## src/rtl/btn_pkg.sv

```systemverilog
// ============================================================================
// Module      : btn_pkg
// Description : Shared button channel indices and default timing constants.
// Revision    : 1.0 - initial release
// ============================================================================
`default_nettype none

package btn_pkg;

  localparam int BTN_START = 0;
  localparam int BTN_STOP  = 1;
  localparam int BTN_UP    = 2;
  localparam int BTN_DOWN  = 3;

  localparam int NUM_BTNS_DEF         = 4;
  localparam int DEBOUNCE_CYCLES_10MS = 1000000;
  localparam int REPEAT_DELAY_DEF     = 50000000;
  localparam int REPEAT_PERIOD_DEF    = 10000000;

  localparam logic [NUM_BTNS_DEF-1:0] REPEAT_MASK_DEF =
    NUM_BTNS_DEF'((1 << BTN_UP) | (1 << BTN_DOWN));

  function automatic int max_int(input int a, input int b);
    return (a > b) ? a : b;
  endfunction

endpackage

`default_nettype wire

```

## src/rtl/debounce_cell.sv

```systemverilog
// ============================================================================
// Module      : debounce_cell
// Description : One button channel: 2-flop synchroniser, debounce counter,
//               stable level and press pulse; auto-repeat with BTN_AUTOREPEAT_EN.
// Revision    : 1.0 - initial release
// ============================================================================
`default_nettype none

module debounce_cell
  import btn_pkg::*;
#(
  parameter int DEBOUNCE_CYCLES = DEBOUNCE_CYCLES_10MS,
`ifdef BTN_AUTOREPEAT_EN
  parameter bit REP_EN        = 1'b0,
  parameter int REPEAT_DELAY  = REPEAT_DELAY_DEF,
  parameter int REPEAT_PERIOD = REPEAT_PERIOD_DEF,
`endif
  parameter int CNT_W = $clog2(DEBOUNCE_CYCLES + 1)
) (
  input  logic clk,
  input  logic rst,
  input  logic i_raw,
  output logic o_pulse,
  output logic o_level
);

  localparam logic [CNT_W-1:0] c_last = CNT_W'(DEBOUNCE_CYCLES - 1);

  logic             r_s1;
  logic             r_s2;
  logic             r_stable;
  logic             r_pulse;
  logic [CNT_W-1:0] r_cnt;

  logic w_diff;
  logic w_done;
  logic w_rise;
  logic w_rep_fire;

  assign w_diff = r_s2 ^ r_stable;
  assign w_done = w_diff && (r_cnt == c_last);
  assign w_rise = w_done && r_s2;

  always_ff @(posedge clk or posedge rst) begin
    if (rst) begin
      r_s1     <= 1'b0;
      r_s2     <= 1'b0;
      r_stable <= 1'b0;
      r_cnt    <= '0;
      r_pulse  <= 1'b0;
    end else begin
      r_s1    <= i_raw;
      r_s2    <= r_s1;
      r_pulse <= w_rise | w_rep_fire;
      if (!w_diff) begin
        r_cnt <= '0;
      end else if (w_done) begin
        r_cnt    <= '0;
        r_stable <= r_s2;
      end else begin
        r_cnt <= r_cnt + 1'b1;
      end
    end
  end

`ifdef BTN_AUTOREPEAT_EN
  if (REP_EN) begin : g_rep
    localparam int REP_W = $clog2(max_int(REPEAT_DELAY, REPEAT_PERIOD) + 1);

    logic [REP_W-1:0] r_rep_cnt;
    logic             r_rep_first;

    // Counter holds cycles since the last emitted pulse; the first gap is longer.
    assign w_rep_fire = r_stable && !w_done &&
                        (r_rep_cnt == (r_rep_first ? REP_W'(REPEAT_DELAY)
                                                   : REP_W'(REPEAT_PERIOD)));

    always_ff @(posedge clk or posedge rst) begin
      if (rst) begin
        r_rep_cnt   <= '0;
        r_rep_first <= 1'b0;
      end else if (w_rise) begin
        r_rep_cnt   <= REP_W'(1);
        r_rep_first <= 1'b1;
      end else if (!r_stable || w_done) begin
        r_rep_cnt   <= '0;
        r_rep_first <= 1'b0;
      end else if (w_rep_fire) begin
        r_rep_cnt   <= REP_W'(1);
        r_rep_first <= 1'b0;
      end else begin
        r_rep_cnt <= r_rep_cnt + 1'b1;
      end
    end
  end else begin : g_no_rep
    assign w_rep_fire = 1'b0;
  end
`else
  assign w_rep_fire = 1'b0;
`endif

  assign o_pulse = r_pulse;
  assign o_level = r_stable;

endmodule

`default_nettype wire

```

## src/rtl/button_pulse_gen.sv

```systemverilog
// ============================================================================
// Module      : button_pulse_gen
// Description : Debounced single-cycle press pulses for the counter's buttons;
//               optional auto-repeat enabled by defining BTN_AUTOREPEAT_EN.
// Revision    : 1.0 - initial release
// ============================================================================
`default_nettype none

module button_pulse_gen
  import btn_pkg::*;
#(
  parameter int                    NUM_BTNS        = NUM_BTNS_DEF,
  parameter int                    DEBOUNCE_CYCLES = DEBOUNCE_CYCLES_10MS,
  parameter int                    CNT_W           = $clog2(DEBOUNCE_CYCLES + 1),
  parameter int                    REPEAT_DELAY    = REPEAT_DELAY_DEF,
  parameter int                    REPEAT_PERIOD   = REPEAT_PERIOD_DEF,
  parameter logic [NUM_BTNS-1:0]   REPEAT_MASK     = NUM_BTNS'(REPEAT_MASK_DEF)
) (
  input  logic                Clk100M,
  input  logic                Reset,
  input  logic [NUM_BTNS-1:0] btn_raw,
  output logic [NUM_BTNS-1:0] btn_pulse,
  output logic [NUM_BTNS-1:0] btn_level
);

  // Channels are independent; arbitration between buttons happens downstream.
  for (genvar gi = 0; gi < NUM_BTNS; gi++) begin : g_btn
    debounce_cell #(
      .DEBOUNCE_CYCLES (DEBOUNCE_CYCLES),
`ifdef BTN_AUTOREPEAT_EN
      .REP_EN          (REPEAT_MASK[gi]),
      .REPEAT_DELAY    (REPEAT_DELAY),
      .REPEAT_PERIOD   (REPEAT_PERIOD),
`endif
      .CNT_W           (CNT_W)
    ) u_cell (
      .clk     (Clk100M),
      .rst     (Reset),
      .i_raw   (btn_raw[gi]),
      .o_pulse (btn_pulse[gi]),
      .o_level (btn_level[gi])
    );
  end

endmodule

`default_nettype wire

```

## config.mk

```make
export PLATFORM = sky130hd
export DESIGN_NAME = button_pulse_gen
export DESIGN_NICKNAME = d
export VERILOG_FILES = /design/src/rtl/btn_pkg.sv /design/src/rtl/debounce_cell.sv /design/src/rtl/button_pulse_gen.sv
export SDC_FILE = /design/constraint.sdc
export NUM_CORES = 1
export LEC_CHECK = 0
export CAP_MARGIN = 40
export CORE_ASPECT_RATIO = 0.5
export CORE_MARGIN = 2
export CORE_UTILIZATION = 45
export DETAILED_ROUTE_END_ITERATION = 6
export GPL_ROUTABILITY_DRIVEN = 0
export PLACE_DENSITY = 0.67
export SETUP_SLACK_MARGIN = 0.3
export SLEW_MARGIN = 25
export SYNTH_ARGS = -nofsm -noshare
export SYNTH_HDL_FRONTEND = slang
export SYNTH_SLANG_ARGS = --single-unit
```

## constraint.sdc

```tcl
create_clock -name Clk100M -period 7.1 [get_ports Clk100M]
set_input_delay 0.71 -clock Clk100M [delete_from_list [all_inputs] [get_ports Clk100M]]
set_output_delay 0.71 -clock Clk100M [all_outputs]
set_load 0.005 [all_outputs]
```

# After elaboration in Yosys (flattened, before gate mapping)
# Index checks and enable logic that the tools add are counted.
[word_totals]
in_bits = 6
ff_bits = 96
out_inout_bits = 8
wordCells = 52
[op_classes]
n_mux = 8
eq_ne = 4
bitwise_logic = 4
n_reduce_logical = 12
addsub = 4
[ops]
columns = ["op", "count"]
rows = [
  ["$mux W20", 8],
  ["$add A20 B1 Y20 const B", 4],
  ["$eq A20 B20 Y1 const B", 4],
  ["$logic_and A1 B1 Y1", 8],
  ["$reduce_and A2 Y1", 4],
  ["$xor A1 B1 Y1", 4],
]

# Depth between registers and ports, before layout
# Gate-level depths: netlist of the first run.
[depth]
ltp_word = 4
mapped_depth = 7
depth_no_buf = 5

# Modules after synthesis
# From an unflattened synthesis of the first run, not the netlist that was laid out.
[unflattened]
hier_cells = 444
area_unflattened_um2 = 4664.5
[modules_own_cells]
columns = ["mod", "area_each_um2", "seq_area_each_um2", "n_inst", "cells_per_inst"]
rows = [
  ["debounce_cell", 1166.1, 600.6, 4, 111],
]

# Least setup slack after synthesis of the first run
# No wires, ideal clock.
[synth_timing]
path_kind = "reg-to-reg"
start = "register g_btn[0].u_cell.r_cnt[0]"
end = "register g_btn[0].u_cell.r_cnt[18]"
period_less_slack_ps = 1997
arrival_time_ps = 1924
path_slack_ps = 5103
path_stages_with_launch = 7
n_path_buf = 1
path_cell_list = "dfrtp_1 ha_1 nand2_4 or4_1 buf_2 or4_4 a21oi_2"
[synth_between]
elab_chain_cells = 4
elab_cells_between_ends = 5
cone_classes = "add/sub: 1; eq/ne: 1; mux: 2; reduce/logical: 1"
[synth_rtl]
columns = ["element", "line", "text"]
rows = [
  ["start, declared", "debounce_cell.sv:33", "logic [CNT_W-1:0] r_cnt;"],
  ["start signal, assigned", "debounce_cell.sv:61", "r_cnt <= r_cnt + 1'b1;"],
  ["parallel branches: the longest is 2 deep, another holds $add A20 B1 Y20", "n/a", ""],
  ["$mux W20 *", "debounce_cell.sv:57", "end else if (w_done) begin"],
  ["$mux W20 *", "debounce_cell.sv:55", "if (!w_diff) begin"],
]
# Mark *: on every way between the ends.
# A chain may end at the register's enable or synchronous reset.

# Worst setup path in the final report of the first run
[layout_timing]
start = "register g_btn[0].u_cell.r_cnt[15]"
end = "register g_btn[0].u_cell.r_cnt[13]"
[layout_between]
elab_chain_cells = 4
[layout_rtl]
columns = ["element", "line", "text"]
rows = [
  ["$eq A20 B20 Y1", "debounce_cell.sv:41", "assign w_done = w_diff && (r_cnt == c_last);"],
  ["$logic_and A1 B1 Y1", "debounce_cell.sv:41", ""],
  ["$mux W20", "debounce_cell.sv:57", ""],
  ["$mux W20", "debounce_cell.sv:55", ""],
]
# No other way between the ends.

==> impl_metrics.py, run 1 <==
metrics = {
    "critical_path": {
        "path_delay_family": "simple AND/OR/NAND/NOR gates",
        "criticalPathCategory": "register to register",
        "max_stage_delay_ps": 510,
        "end_kind": "register",
        "cpMostUsedCell": "or4_1",
        "startpoint_type": "register",
        "arrival_ps": 2530,
        "crit_fanout": 13,
        "critPathSlowestCell": "or4_1",
        "required_ps": 7320,
        "cp_cell_sequence": "or4_1 > or4_1 > o21ai_1 > buf_4 > a21oi_1",
        "crit_buf_inv": 1,
    },
    "cells_and_area": {
        "syn2layout_area_growth_pct": 12.24,
        "fin_area_um2": 5141,
        "drive_above_1_share_pct": 7.051,
        "fillers": 849,
        "regArea_um2": 2402,
        "fin_nets": 473,
        "diodes": 0,
        "multi_input_area_um2": 2009,
    },
    "run_status": {
        "status": "complete, no violations",
    },
    "place": {
        "postPlaceCellArea_um2": 4815,
        "port_buffers": 13,
        "dp_hpwl_mm": 5.370,
    },
    "detailed_routing": {
        "drt_pass1_iterations": 4,
        "wire_per_inst_um": 13.36,
        "ant_nets": 0,
        "routed_wl_mm": 8.059,
        "vias": 3203,
        "drc": 0,
        "vias_per_cell": 5.312,
        "drt_iter0_drc": 210,
    },
    "timing": {
        "timing.final.crit_period_ps": 2312,
        "grt_setup_unrepaired": "false",
        "tns_ps": 0,
        "fin_worst_skew_ps": 7.193,
        "tightest_slew_ps": 702.1,
        "fin_crit_sh_pct": 32.57,
        "final-hold-violation-count": 0,
        "slew_violations": 0,
        "setup-violations-final": 0,
        "fmax_ghz": 0.4325,
        "relSlewSlack_pct": 52.91,
    },
    "synthesis": {
        "yosysWarnings": 0,
        "yosys-top-cells-area": "dfrtp_1 (52%), xnor2_1 (6.1%), nor2_1 (5.4%)",
        "synth_nets": 463,
        "synth.largest_area_cell": "dfrtp_1",
        "syn_area_um2": 4581,
        "ys_ff_latch": 96,
        "synth.distinct_cells": 44,
        "synth_top_area_share_pct": 52.44,
        "postSynthAreaPerCell_um2": 10.11,
        "syn_inst": 453,
        "synthFlopType": "dfrtp_1",
        "async_flop_share_pct": 100.0,
        "synth_edf_count": 0,
        "ys_seq_area_share_pct": 52.44,
    },
    "global_route": {
        "antenna_found_initial": 0,
        "overflow": 0,
        "grt_max_degree": 60,
        "grt_pass1_vias": 3001,
        "track_usage_pct": 16.10,
        "grt_pass1_wl_mm": 14.19,
    },
    "clocking": {
        "cts.sinks": 96,
        "postCtsSetupRepairBufs": 0,
        "postCtsHoldBufs": 0,
        "ctsResizeCount": 0,
        "clkSlewWorstSetupHoldPaths_ps": 60,
        "root_buffer": "clkbuf_16",
        "cts_tree": "yes",
        "cts_made_buffers": 9,
        "clock_latency_ps": 340,
        "clockBufferDepth": 2,
        "h-tree-depth": 3,
    },
    "power": {
        "netSwitchingFraction_pct": 21.32,
        "p_int_mw": 0.8490,
        "seqPwrFrac_pct": 52.1,
        "combPwrFrac_pct": 3.3,
        "peakVddDrop_mv": 0.1304,
        "power.leakage_nw": 2.066,
        "power_frac_clock_pct": 44.6,
        "power_density_nw_per_um2": 209.9,
        "p_switching_mw": 0.2301,
    },
    "min_path": {
        "hold_class": "register to register",
    },
    "floorplan": {
        "start_util_pct": 47.39,
        "fp-row-count": 25,
        "num_io_pins": 14,
        "die_width_um": 146.7,
        "die_y_um": 75.34,
        "core_region_area_um2": 9666,
        "dieArea_um2": 11050,
    },
    "run": {
        "cap_violations": 0,
    },
}
[routing by layer]
metal  part of all wire, %  GRT usage [%]  vias up
met5                     0              0        -
met4                  0.96          4.531        0
met3                   2.8          5.030        7
met2                    43          24.83       33
met1                    53          22.45     1561
li1                      -              -     1602
[synthesized netlist by cell type (all sizes together), types with 2 or more instances]
library cell   n
nor3          13
and3           9
nor2          66
mux2i          2
xor2          23
and3b          3
inv           17
clkbuf         8
or4           12
and2           2
nand3         23
o31ai         10
o21ai         14
a21oi         19
mux2           4
or2            3
dfrtp         96
nor4b          2
nand4         20
xnor2         32
or3           13
nand2         23
nor4          12
buf           12
ha             4
and4           4
nand4bb        2
[flip-flops by register name, indices dropped and copies added, names as in the netlist]
| name | count |
|---|---|
| g_btn.u_cell.o_level | 4 |
| g_btn.u_cell.o_pulse | 4 |
| g_btn.u_cell.r_cnt | 80 |
| g_btn.u_cell.r_s2 | 4 |
| g_btn.u_cell.r_s1 | 4 |
[final cells by class]
cell class	count	share of cell area (%)
clock buffers	11	4.721
clock inverters	5	1.095
inverters	17	1.290
multi-input cells	320	39.08
flip-flops and latches	96	46.73
well taps	135	3.285
repair buffers	19	3.797
[cell families (layout without fill, tap and decap cells)]
logic type	Yosys count	count (layout)	share of synthesized area (%)
AO/OA/AOI/OAI	44	44	5.627
flip-flops	96	96	52.44
XOR/XNOR	55	55	10.52
multiplexers	6	6	1.420
buffers and inverters	37	52	3.797
adder cells (fa/ha/maj)	4	4	1.093
AND/OR/NAND/NOR	211	211	25.10
[cell usage in the layout, fill, tap and decap left out, types with 2 or more instances in the layout]
master,synthesis,final
inv_1,17,16
nor2_1,66,66
clkdlybuf4s50_1,0,13
and3b_1,3,3
and2_1,2,2
a21oi_1,18,18
clkbuf_16,0,9
nand3_1,22,22
ha_1,4,4
buf_4,8,5
o21ai_0,12,12
and3_1,8,8
or4_1,11,11
nand2_1,21,21
nor3_1,13,13
and4_1,4,4
nor4b_1,2,2
nor4_1,12,12
o31ai_1,9,8
xor2_1,23,23
xnor2_1,32,32
o21ai_1,2,2
nand4_1,19,19
clkinv_2,0,2
nand4bb_1,2,2
dfrtp_1,96,96
mux2i_1,2,2
or3_1,13,13
o31ai_2,1,2
mux2_1,4,4
[path summary, 6_finish.rpt]
check / start / to / slack [ps] / cells after the start
worst min register to register: g_btn[1].u_cell.r_s1$_DFF_PP0_ / g_btn[1].u_cell.r_s2$_DFF_PP0_ / 350 / 0
worst max register to register: g_btn[0].u_cell.r_cnt[15]$_DFF_PP0_ / g_btn[0].u_cell.r_cnt[13]$_DFF_PP0_ / 4790 / 5
min in group asynchronous: Reset / g_btn[2].u_cell.r_cnt[11]$_DFF_PP0_ / 740 / 2
max in group asynchronous: Reset / g_btn[1].u_cell.r_cnt[3]$_DFF_PP0_ / 5500 / 4
worst min-delay path: g_btn[1].u_cell.r_s1$_DFF_PP0_ / g_btn[1].u_cell.r_s2$_DFF_PP0_ / 350 / 0
worst max-delay path: g_btn[0].u_cell.r_cnt[15]$_DFF_PP0_ / g_btn[0].u_cell.r_cnt[13]$_DFF_PP0_ / 4790 / 5
[metrics by stage]
stage               util [%]  hold WS (ps)  worst slack [ps]  instances  power (mW)
finish                 53.19         354.4              4788        603       1.079
global route           53.19         367.8              4612        603       1.122
CTS                    52.91         355.8              4781        602       1.090
detailed placement     49.81         341.0              4797        586      0.6071
global placement       49.81         336.0              4810        586      0.6067
floorplan                  -         331.2              3885        453      0.5941
[power by group through the flow]
stage | clock network, mW | logic [mW] | registers (mW)
finish | 0.481 | 0.0359 | 0.562
global route | 0.517 | 0.0421 | 0.563
CTS | 0.493 | 0.0353 | 0.562
detailed placement | 0 | 0.0351 | 0.572
global placement | 0 | 0.0349 | 0.572
floorplan | 0 | 0.0239 | 0.570
Note: power is estimated with default switching activity, not from simulation.
==> run 2: changes to the inputs <==
--- a/config.mk
+++ b/config.mk
@@ -11,7 +11,7 @@
 export CORE_UTILIZATION = 45
 export DETAILED_ROUTE_END_ITERATION = 6
 export GPL_ROUTABILITY_DRIVEN = 0
-export PLACE_DENSITY = 0.67
+export PLACE_DENSITY = 0.7
 export SETUP_SLACK_MARGIN = 0.3
 export SLEW_MARGIN = 25
 export SYNTH_ARGS = -nofsm -noshare
==> constraint.sdc (replaced) <==
create_clock -name Clk100M -period 1.87 [get_ports Clk100M]
set_input_delay 0.187 -clock Clk100M [delete_from_list [all_inputs] [get_ports Clk100M]]
set_output_delay 0.187 -clock Clk100M [all_outputs]
set_load 0.005 [all_outputs]
==> run 2 against run 1 <==
Net effect: the run now ends with setup timing left; first-iteration DRC count down 21%; via count up 9.8%; flip-flop and latch count unchanged; combinational power rose to 6.0 times the previous value; largest power group unchanged.
==> impl_metrics.py, run 2 (synthesized netlist as in run 1, its figures left out) <==
metrics = {
    "cells_and_area": {
        "fin_nets": 535,
        "fillers": 737,
        "diodes": 0,
        "largest_register_ffs": 80,
        "mostFrequentLayoutCells": "dfrtp_1 (93), buf_4 (53), nor2_1 (33)",
        "fin_area_um2": 6160,
        "top_register": "g_btn.u_cell.r_cnt",
        "syn2layout_area_growth_pct": 34.47,
        "drive_above_1_share_pct": 34.53,
        "mostFrequentLayoutCell": "dfrtp_1",
        "fin_util_pct": 63.73,
    },
    "clocking": {
        "clockBufferDepth": 2,
        "root_buffer": "clkbuf_16",
        "clock_latency_ps": 340,
        "clkSlewWorstSetupHoldPaths_ps": 70,
        "cts_tree": "yes",
        "h-tree-depth": 3,
        "cts_made_buffers": 9,
        "cts.sinks": 96,
    },
    "floorplan": {
        "fp-row-count": 25,
        "start_util_pct": 47.39,
        "core_region_area_um2": 9666,
        "die_y_um": 75.34,
        "dieArea_um2": 11050,
        "die_width_um": 146.7,
        "num_io_pins": 14,
    },
    "place": {
        "dp_hpwl_mm": 5.967,
        "port_buffers": 13,
        "postPlaceCellArea_um2": 5152,
    },
    "detailed_routing": {
        "drt_iter0_drc": 166,
        "drt_pass1_iterations": 6,
        "vias": 3518,
        "wire_per_inst_um": 14.75,
        "drc": 0,
        "vias_per_cell": 5.290,
        "routed_wl_mm": 9.809,
        "ant_nets": 0,
    },
    "global_route": {
        "antenna_found_initial": 0,
        "overflow": 0,
        "grt_max_degree": 41,
        "grt_pass1_wl_mm": 16.16,
        "grt_pass1_vias": 3405,
        "track_usage_pct": 18.60,
    },
    "timing": {
        "setup_ws_ps": -39.22,
        "fmax_ghz": 0.5238,
        "relSlewSlack_pct": 70.67,
        "slew_violations": 0,
        "holdWs_ps": 201.1,
        "fin_worst_skew_ps": 7.627,
        "tightest_slew_ps": 439.1,
        "grt_setup_unrepaired": "true",
        "fin_crit_sh_pct": 102.1,
        "setup-violations-final": 21,
        "timing.final.crit_period_ps": 1909,
        "final-hold-violation-count": 0,
        "tns_ps": -560.2,
    },
    "critical_path": {
        "cp_cell_sequence": "or4_1 > or4_4 > o21ai_4 > buf_6 > nor2_1",
        "critPathSlowestCell": "or4_1",
        "crit_fanout": 7,
        "arrival_ps": 2140,
        "criticalPathCategory": "register to register",
        "startpoint_type": "register",
        "max_stage_delay_ps": 520,
        "r2r_start": "g_btn[0].u_cell.r_cnt[15]$_DFF_PP0_",
        "crit_start": "g_btn[0].u_cell.r_cnt[15]$_DFF_PP0_",
        "end_kind": "register",
        "required_ps": 2110,
    },
    "run_status": {
        "violations": "setup timing",
        "status": "complete, but fails checks",
    },
    "run": {
        "cap_violations": 0,
    },
    "power": {
        "power.leakage_nw": 2.447,
        "fin_total_pwr_mw": 4.375,
        "p_switching_mw": 0.9659,
        "netSwitchingFraction_pct": 22.08,
        "p_int_mw": 3.410,
        "combPwrFrac_pct": 4.9,
        "seqPwrFrac_pct": 48.8,
        "power_density_nw_per_um2": 710.3,
        "peakVddDrop_mv": 0.5172,
        "power_frac_clock_pct": 46.2,
    },
    "min_path": {
        "hold_class": "input port to asynchronous set/reset pin",
    },
}
-- run 2: changes by cell type in the layout (fill, tap and decap cells not counted), sizes merged --
cell | before | now
buf | 6 | 68
clkbuf | 11 | 10
bufinv | 1 | 2
-- run 2: power by group through the flow --
stage	registers [mW]	logic (mW)	clock network [mW]
3_5_place_dp	2.17	0.161	0
4_1_cts	2.13	0.204	2.05
3_3_place_gp	2.17	0.158	0
6_report	2.14	0.216	2.02
2_1_floorplan	2.17	0.104	0
5_1_grt	2.14	0.243	2.13
-- run 2: area by class of cell --
cell class / instances / area (um^2) / area share, %
inverters: 17 / 67.56 / 1.097
multi-input cells: 320 / 2472 / 40.14
repair buffers: 81 / 714.4 / 11.60
clock buffers: 10 / 239.0 / 3.880
flip-flops and latches: 96 / 2406 / 39.06
well taps: 135 / 168.9 / 2.742
clock inverters: 6 / 91.34 / 1.483
-- run 2: final timing paths --
check | to | slack, ps | cells past startpoint
min | g_btn[1].u_cell.r_cnt[19]$_DFF_PP0_ | 200 | 2
min in group Clk100M | g_btn[0].u_cell.r_s1$_DFF_PP0_ | 290 | 1
max reg2reg | g_btn[0].u_cell.r_cnt[6]$_DFF_PP0_ | -40 | 5
min reg2reg | g_btn[3].u_cell.r_s2$_DFF_PP0_ | 350 | 0
max | g_btn[0].u_cell.r_cnt[6]$_DFF_PP0_ | -40 | 5
max in group asynchronous | g_btn[3].u_cell.r_cnt[12]$_DFF_PP0_ | 1120 | 3
-- run 2: layer usage --
| metal | track usage [%] | part of all wire (%) | wire length [um] |
|---|---|---|---|
| met3 | 4.731 | 2.7 | 263 |
| met4 | 6.041 | 1.2 | 122 |
| met2 | 32.71 | 50 | 4875 |
| met1 | 23.34 | 46 | 4548 |
| met5 | 0 | 0 | 0 |
-- run 2: timing repair --
action                     in CTS  in global routing
setup endpoints to repair      85                 85
pin swaps                      28                 16
gates cloned                    3                  0
hold endpoints to repair        0                  0
hold buffers                    0                  0
resized for setup              71                 37
setup buffers                  24                  9
-- run 2: worst max-delay path, delay by kind of cell (launching register included) --
family | cells | cell delay, ps
compound gates | 1 | 210
buf+inv | 1 | 170
flops | 1 | 380
simple gates | 3 | 1040
-- run 2: stage by stage --
stage	setup WS [ps]	instances
after floorplan	15.88	453
after global placement	-5.138	613
after detailed placement	-55.82	613
after CTS	-30.34	656
after global routing	-85.64	665
final	-39.22	665
==> run 3: changes to the inputs <==
--- a/config.mk
+++ b/config.mk
@@ -13,7 +13,6 @@
 export GPL_ROUTABILITY_DRIVEN = 0
 export PLACE_DENSITY = 0.7
 export SETUP_SLACK_MARGIN = 0.3
-export SLEW_MARGIN = 25
 export SYNTH_ARGS = -nofsm -noshare
 export SYNTH_HDL_FRONTEND = slang
 export SYNTH_SLANG_ARGS = --single-unit
==> results of run 3 <==
Final layout, timing and power as in run 2 (identical DEF).
